File: config.mk
export PLATFORM = sky130hd
export DESIGN_NAME = time_merger
export DESIGN_NICKNAME = d
export VERILOG_FILES = /design/src/rtl/clock_pkg.sv /design/src/rtl/hour12_conv.sv /design/src/rtl/time_merger.sv
export SDC_FILE = /design/constraint.sdc
export NUM_CORES = 1
export LEC_CHECK = 0
export BUFFER_PORTS_ARGS = -buffer_cell sky130_fd_sc_hd__buf_2
export CELL_PAD_IN_SITES_DETAIL_PLACEMENT = 1
export CELL_PAD_IN_SITES_GLOBAL_PLACEMENT = 1
export CORE_MARGIN = 5
export CORE_UTILIZATION = 35
export CTS_CLUSTER_DIAMETER = 50
export DETAILED_ROUTE_END_ITERATION = 10
export GPL_TIMING_DRIVEN = 0
export PLACE_DENSITY = 0.83
export SLEW_MARGIN = 20
export SYNTH_ARGS = -nofsm -noshare
export SYNTH_HDL_FRONTEND = slang
export SYNTH_HIERARCHICAL = 1
export SYNTH_SLANG_ARGS = --single-unit
File: constraint.sdc
create_clock -name CP -period 2.1 [get_ports CP]
set_clock_uncertainty 0.1 [all_clocks]
set_input_delay 0 -clock CP [delete_from_list [all_inputs] [get_ports CP]]
set_output_delay 0 -clock CP [all_outputs]
set_load 0.005 [all_outputs]
File: src/rtl/clock_pkg.sv
// Shared clock-display definitions: edit-field encodings, BCD limits and the
// bit layout of the packed display word (also used by the splitter).
package clock_pkg;

   typedef enum logic [1:0] {
      FIELD_IDLE = 2'b00,
      FIELD_HOUR = 2'b01,
      FIELD_MIN  = 2'b10,
      FIELD_SEC  = 2'b11
   } field_t;

   localparam logic [7:0] BLANK_CODE_DEFAULT = 8'hFF;

   localparam logic [7:0] HOUR_MAX   = 8'h23;
   localparam logic [7:0] MINSEC_MAX = 8'h59;
   localparam logic [7:0] HOUR_NOON  = 8'h12;

   localparam int unsigned DT_PM         = 31;
   localparam int unsigned DT_TIME_MODE  = 30;
   localparam int unsigned DT_SEL_HI     = 29;
   localparam int unsigned DT_SEL_LO     = 28;
   localparam int unsigned DT_BLANK_HOUR = 27;
   localparam int unsigned DT_BLANK_MIN  = 26;
   localparam int unsigned DT_BLANK_SEC  = 25;
   localparam int unsigned DT_ERR        = 24;
   localparam int unsigned DT_HOUR_LSB   = 16;
   localparam int unsigned DT_MIN_LSB    = 8;
   localparam int unsigned DT_SEC_LSB    = 0;

   // True when both nibbles of a packed-BCD byte are decimal digits.
   function automatic logic bcd_digits_ok(input logic [7:0] b);
      return (b[7:4] <= 4'd9) && (b[3:0] <= 4'd9);
   endfunction

endpackage

File: src/rtl/hour12_conv.sv
// Combinational 24-hour to 12-hour conversion of a valid packed-BCD hour.
module hour12_conv
   import clock_pkg::*;
(
   input  logic [7:0] hour,
   output logic [7:0] hour12,
   output logic       pm
);

   always_comb begin
      hour12 = hour;
      pm     = 1'b0;
      if (hour == 8'h00) begin
         hour12 = HOUR_NOON;
      end else if (hour == HOUR_NOON) begin
         pm = 1'b1;
      end else if (hour > HOUR_NOON) begin
         pm = 1'b1;
         // Subtract 12 directly in BCD: 13-19 -> 01-07, 20-21 -> 08-09, 22-23 -> 10-11.
         if (hour[7:4] == 4'h1) begin
            hour12 = {4'h0, hour[3:0] - 4'd2};
         end else if (hour[3:0] >= 4'd2) begin
            hour12 = {4'h1, hour[3:0] - 4'd2};
         end else begin
            hour12 = {4'h0, hour[3:0] + 4'd8};
         end
      end
   end

endmodule

File: src/rtl/time_merger.sv
// Merges the running BCD time, 12/24-hour conversion, validity and the
// set-mode field selection with blink blanking into one registered word.
module time_merger
   import clock_pkg::*;
#(
   parameter logic [7:0] BLANK_CODE = BLANK_CODE_DEFAULT
) (
   input  logic        CP,
   input  logic        _CR,
   input  logic [7:0]  cur_sec,
   input  logic [7:0]  cur_min,
   input  logic [7:0]  cur_hour,
   input  logic        time_mode,
   input  logic        mode,
   input  logic        adj_key,
   input  logic        blink_tick,
   output logic [31:0] display_time,
   output logic [1:0]  field_sel
);

   field_t      field_q, field_d;
   logic        phase_q, phase_d;
   logic [7:0]  conv_hour;
   logic        conv_pm;
   logic        err;
   logic [7:0]  hour_v;
   logic        pm_v;
   logic        blank_hour, blank_min, blank_sec;
   logic [31:0] disp_d;

   hour12_conv u_hour12_conv (
      .hour   (cur_hour),
      .hour12 (conv_hour),
      .pm     (conv_pm)
   );

   always_comb begin
      field_d = field_q;
      if (!mode) begin
         field_d = FIELD_IDLE;
      end else if (adj_key) begin
         case (field_q)
            FIELD_IDLE: field_d = FIELD_HOUR;
            FIELD_HOUR: field_d = FIELD_MIN;
            FIELD_MIN:  field_d = FIELD_SEC;
            default:    field_d = FIELD_IDLE;
         endcase
      end

      // A field change restarts the phase so the new field is visible at once.
      if (field_d != field_q) begin
         phase_d = 1'b0;
      end else if (blink_tick) begin
         phase_d = ~phase_q;
      end else begin
         phase_d = phase_q;
      end
   end

   always_comb begin
      err = !bcd_digits_ok(cur_hour) || !bcd_digits_ok(cur_min) ||
            !bcd_digits_ok(cur_sec) || (cur_hour > HOUR_MAX) ||
            (cur_min > MINSEC_MAX) || (cur_sec > MINSEC_MAX);

      hour_v = cur_hour;
      pm_v   = 1'b0;
      if (time_mode && !err) begin
         hour_v = conv_hour;
         pm_v   = conv_pm;
      end

      // Blanking follows the state being registered alongside the word.
      blank_hour = phase_d && (field_d == FIELD_HOUR);
      blank_min  = phase_d && (field_d == FIELD_MIN);
      blank_sec  = phase_d && (field_d == FIELD_SEC);

      disp_d                              = '0;
      disp_d[DT_PM]                       = pm_v;
      disp_d[DT_TIME_MODE]                = time_mode;
      disp_d[DT_SEL_HI:DT_SEL_LO]         = field_d;
      disp_d[DT_BLANK_HOUR]               = blank_hour;
      disp_d[DT_BLANK_MIN]                = blank_min;
      disp_d[DT_BLANK_SEC]                = blank_sec;
      disp_d[DT_ERR]                      = err;
      disp_d[DT_HOUR_LSB+7:DT_HOUR_LSB]   = blank_hour ? BLANK_CODE : hour_v;
      disp_d[DT_MIN_LSB+7:DT_MIN_LSB]     = blank_min  ? BLANK_CODE : cur_min;
      disp_d[DT_SEC_LSB+7:DT_SEC_LSB]     = blank_sec  ? BLANK_CODE : cur_sec;
   end

   always_ff @(posedge CP) begin
      if (!_CR) begin
         field_q      <= FIELD_IDLE;
         phase_q      <= 1'b0;
         display_time <= '0;
      end else begin
         field_q      <= field_d;
         phase_q      <= phase_d;
         display_time <= disp_d;
      end
   end

   assign field_sel = field_q;

endmodule

==> reports/qor.csv <==
metric,value,unit
maxCapViolations,0,
wirelength,6040,um
async_reset_ff_frac,0,
synthToLayoutAreaGrowth,49.5,%
stdcell_area,2460,um2
finalHoldViolCount,0,
worstSetupStartpointType,input pin,
grt_pass1_wl,9350,um
cts_buffer_depth,2,
endpoint_kind,register,
finalCritPeriodShare,0.994,
synth_top_area_frac,0.401,
yosys.area.top_type,dfxtp_1,
grt_max_degree,13,
numPortBuffers,62,
worstHoldStart,cur_hour[0],
gp_congestion,0.822,
drive_gt1_frac,0.363,
cts_sinks,33,
tightest_slew,730,ps
fmax,479,MHz
seq_area,668,um2
gr-usage-all-layers,0.194,
totalNegativeSetupSlack,0,ps
drtAntennaViolNets,0,
cts_tree,done,
synthCells,173,
synth_area_leaders,"dfxtp_1, a21o_1, nand3_1",
num_rows,25,
synth_ff_type,dfxtp_1,
design.core.area,4630,um2
viasPerCell,5.41,
reg2reg_from,display_time[29],
fillers,552,
synth_most_common_cell,dfxtp_1,
place_hpwl,3700,um
reg2reg_depth,7,
path_clk_slew,70,ps
ys_warn_count,6,
synth_xor_area_frac,0.00532,
cts-root-buf,clkbuf_8,
synth_compound_area_frac,0.250,
muxShareOfSynthArea,0.0129,
cellLeakagePower,1.20,nW
syn_area_per_cell,9.52,um2
p_per_area,651,nW/um2
cp.required,2220,ps
initial_utilization,0.356,
ios,64,
drv_slew,0,
peakVddDrop,289,uV
drt_iter0_drc,114,
drt-wirelength-per-cell,18.6,um
setup.worst_path.class,input pin to register,
die_width,78.6,um
synth_enable_flop_cells,0,
synthAdderAreaFrac,0.0372,
path_max_fanout,10,
multi_input_area,920,um2
synth_top_family_by_area,compound AO/OA/AOI/OAI gates,
drtPass1Iterations,4,
cts_max_level,2,
antennaDiodeCount,0,
fin_nets,303,
numCtsBuffers,5,
place_area,2030,um2
synth_common_cells,"dfxtp_1, a21o_1, nand3_1",
outcome,"finished, final reports clean",
holdWs,13.9,ps
min_path_cells,3,
clkLatencyLatePin,290,ps
worst_ep_arrival_time,2200,ps
worstHoldEndpoint,display_time[16],
route.detailed.drc,0,
die_h,78.6,um
antenna_found_initial,0,
synth_area,1650,um2
ys_seq_elements,33,
vias,1752,
rrSetupSlack,80,ps
grt_pass1_vias,1780,
yosysSeqAreaShare,0.401,
hold_class,input pin to register,
gr-total-overflow,0,
yosys.area_share.simple,0.215,
die_area,6180,um2
setup_violations,0,
min_period,2090,ps
r2r-end,display_time[11],
ys_types,49,
relSlewSlack,0.510,
[where the power goes]
part | leakage (nW) | internal [W] | total [W] | switching [W]
Combinational | 0.862 | 0.000141 | 0.000300 | 0.000159
Clock | 0.0585 | 0.000387 | 0.000631 | 0.000244
Sequential | 0.276 | 0.000659 | 0.000671 | 0.0000124
Total | 1.20 | 0.00119 | 0.00160 | 0.000416
[state kept, by name, indices dropped and copies added, names as in the netlist]
| register | flops |
|---|---|
| phase_q | 1 |
| display_time | 32 |
[timing repair]
| action | CTS | global route |
|---|---|---|
| setup endpoints to repair | 23 | 25 |
| pin swaps | 1 | 2 |
| hold buffers | 22 | 0 |
| gates resized for setup | 4 | 12 |
| buffers inserted | 0 | 3 |
| hold endpoints to repair | 21 | 0 |
[routing by layer]
layer  routed length, um  global-route usage  part of all wire
met1                2290               0.216              0.38
met2                3170               0.329              0.53
met3                 285              0.0482             0.047
met4                 292               0.122             0.048
met5                   0                   0                 0
[cell type report]
type | count | share of cell area
flip-flops and latches | 33 | 0.271
clock inverters | 1 | 0.0122
well taps | 54 | 0.0274
inverters | 9 | 0.0137
clock buffers | 7 | 0.0351
repair buffers | 87 | 0.226
multi-input cells | 117 | 0.373
plain buffers | 16 | 0.0412
[worst max-delay path by stage]
| stage | from | endpoint | cells after the start |
|---|---|---|---|
| floorplan | display_time[28] | display_time[22] | 7 |
| global placement | display_time[29] | display_time[22] | 6 |
| detailed placement | display_time[29] | display_time[22] | 6 |
| CTS | cur_hour[1] | display_time[18] | 10 |
| global route | cur_hour[7] | display_time[20] | 7 |
| finish | cur_hour[7] | display_time[20] | 7 |
[cells by family after synthesis]
family / after synthesis
flops: 33
simple gates: 52
mux: 2
other cells: 1
compound gates: 54
fa+ha+maj: 5
xor+xnor: 1
buf+inv: 25
[cells in the final DEF (no fill, tap or decap), types with 2 or more instances in the layout]
cell and n:
a211o_1 2, a21o_1 17, a221o_1 2, a31oi_1 2, a32oi_1 6, and3_1 2
buf_2 61, buf_4 9, buf_6 3, clkbuf_1 9, clkbuf_8 6, conb_1 3
dfxtp_1 31, dfxtp_4 2, dlygate4sd3_1 22, ha_1 4, inv_1 9, nand2_1 2
nand2b_1 2, nand3_1 15, nor2_1 5, nor3_1 3, nor3_2 2, nor4_2 2
nor4_4 3, o211ai_1 9, o21ai_0 6, or3_1 6
[per-stage QoR]
stage,cells,utilization,power [W],setup slack (ps)
4_1_cts,321,0.515,0.00158,44.4
6_report,324,0.532,0.00160,13.6
5_1_grt,324,0.532,0.00167,-14.6
3_3_place_gp,291,0.439,0.000920,-93.3
2_1_floorplan,175,-,0.000816,126
3_5_place_dp,291,0.439,0.000927,-122
[critical path, cell delays in order]
cell and delay [ps]:
dlygate4sd3_1 530, buf_2 190, nor4_2 410, nand4_1 260
clkbuf_1 270, or3_1 420, nand3_1 110
No activity file was read; power rests on OpenSTA's default activity.
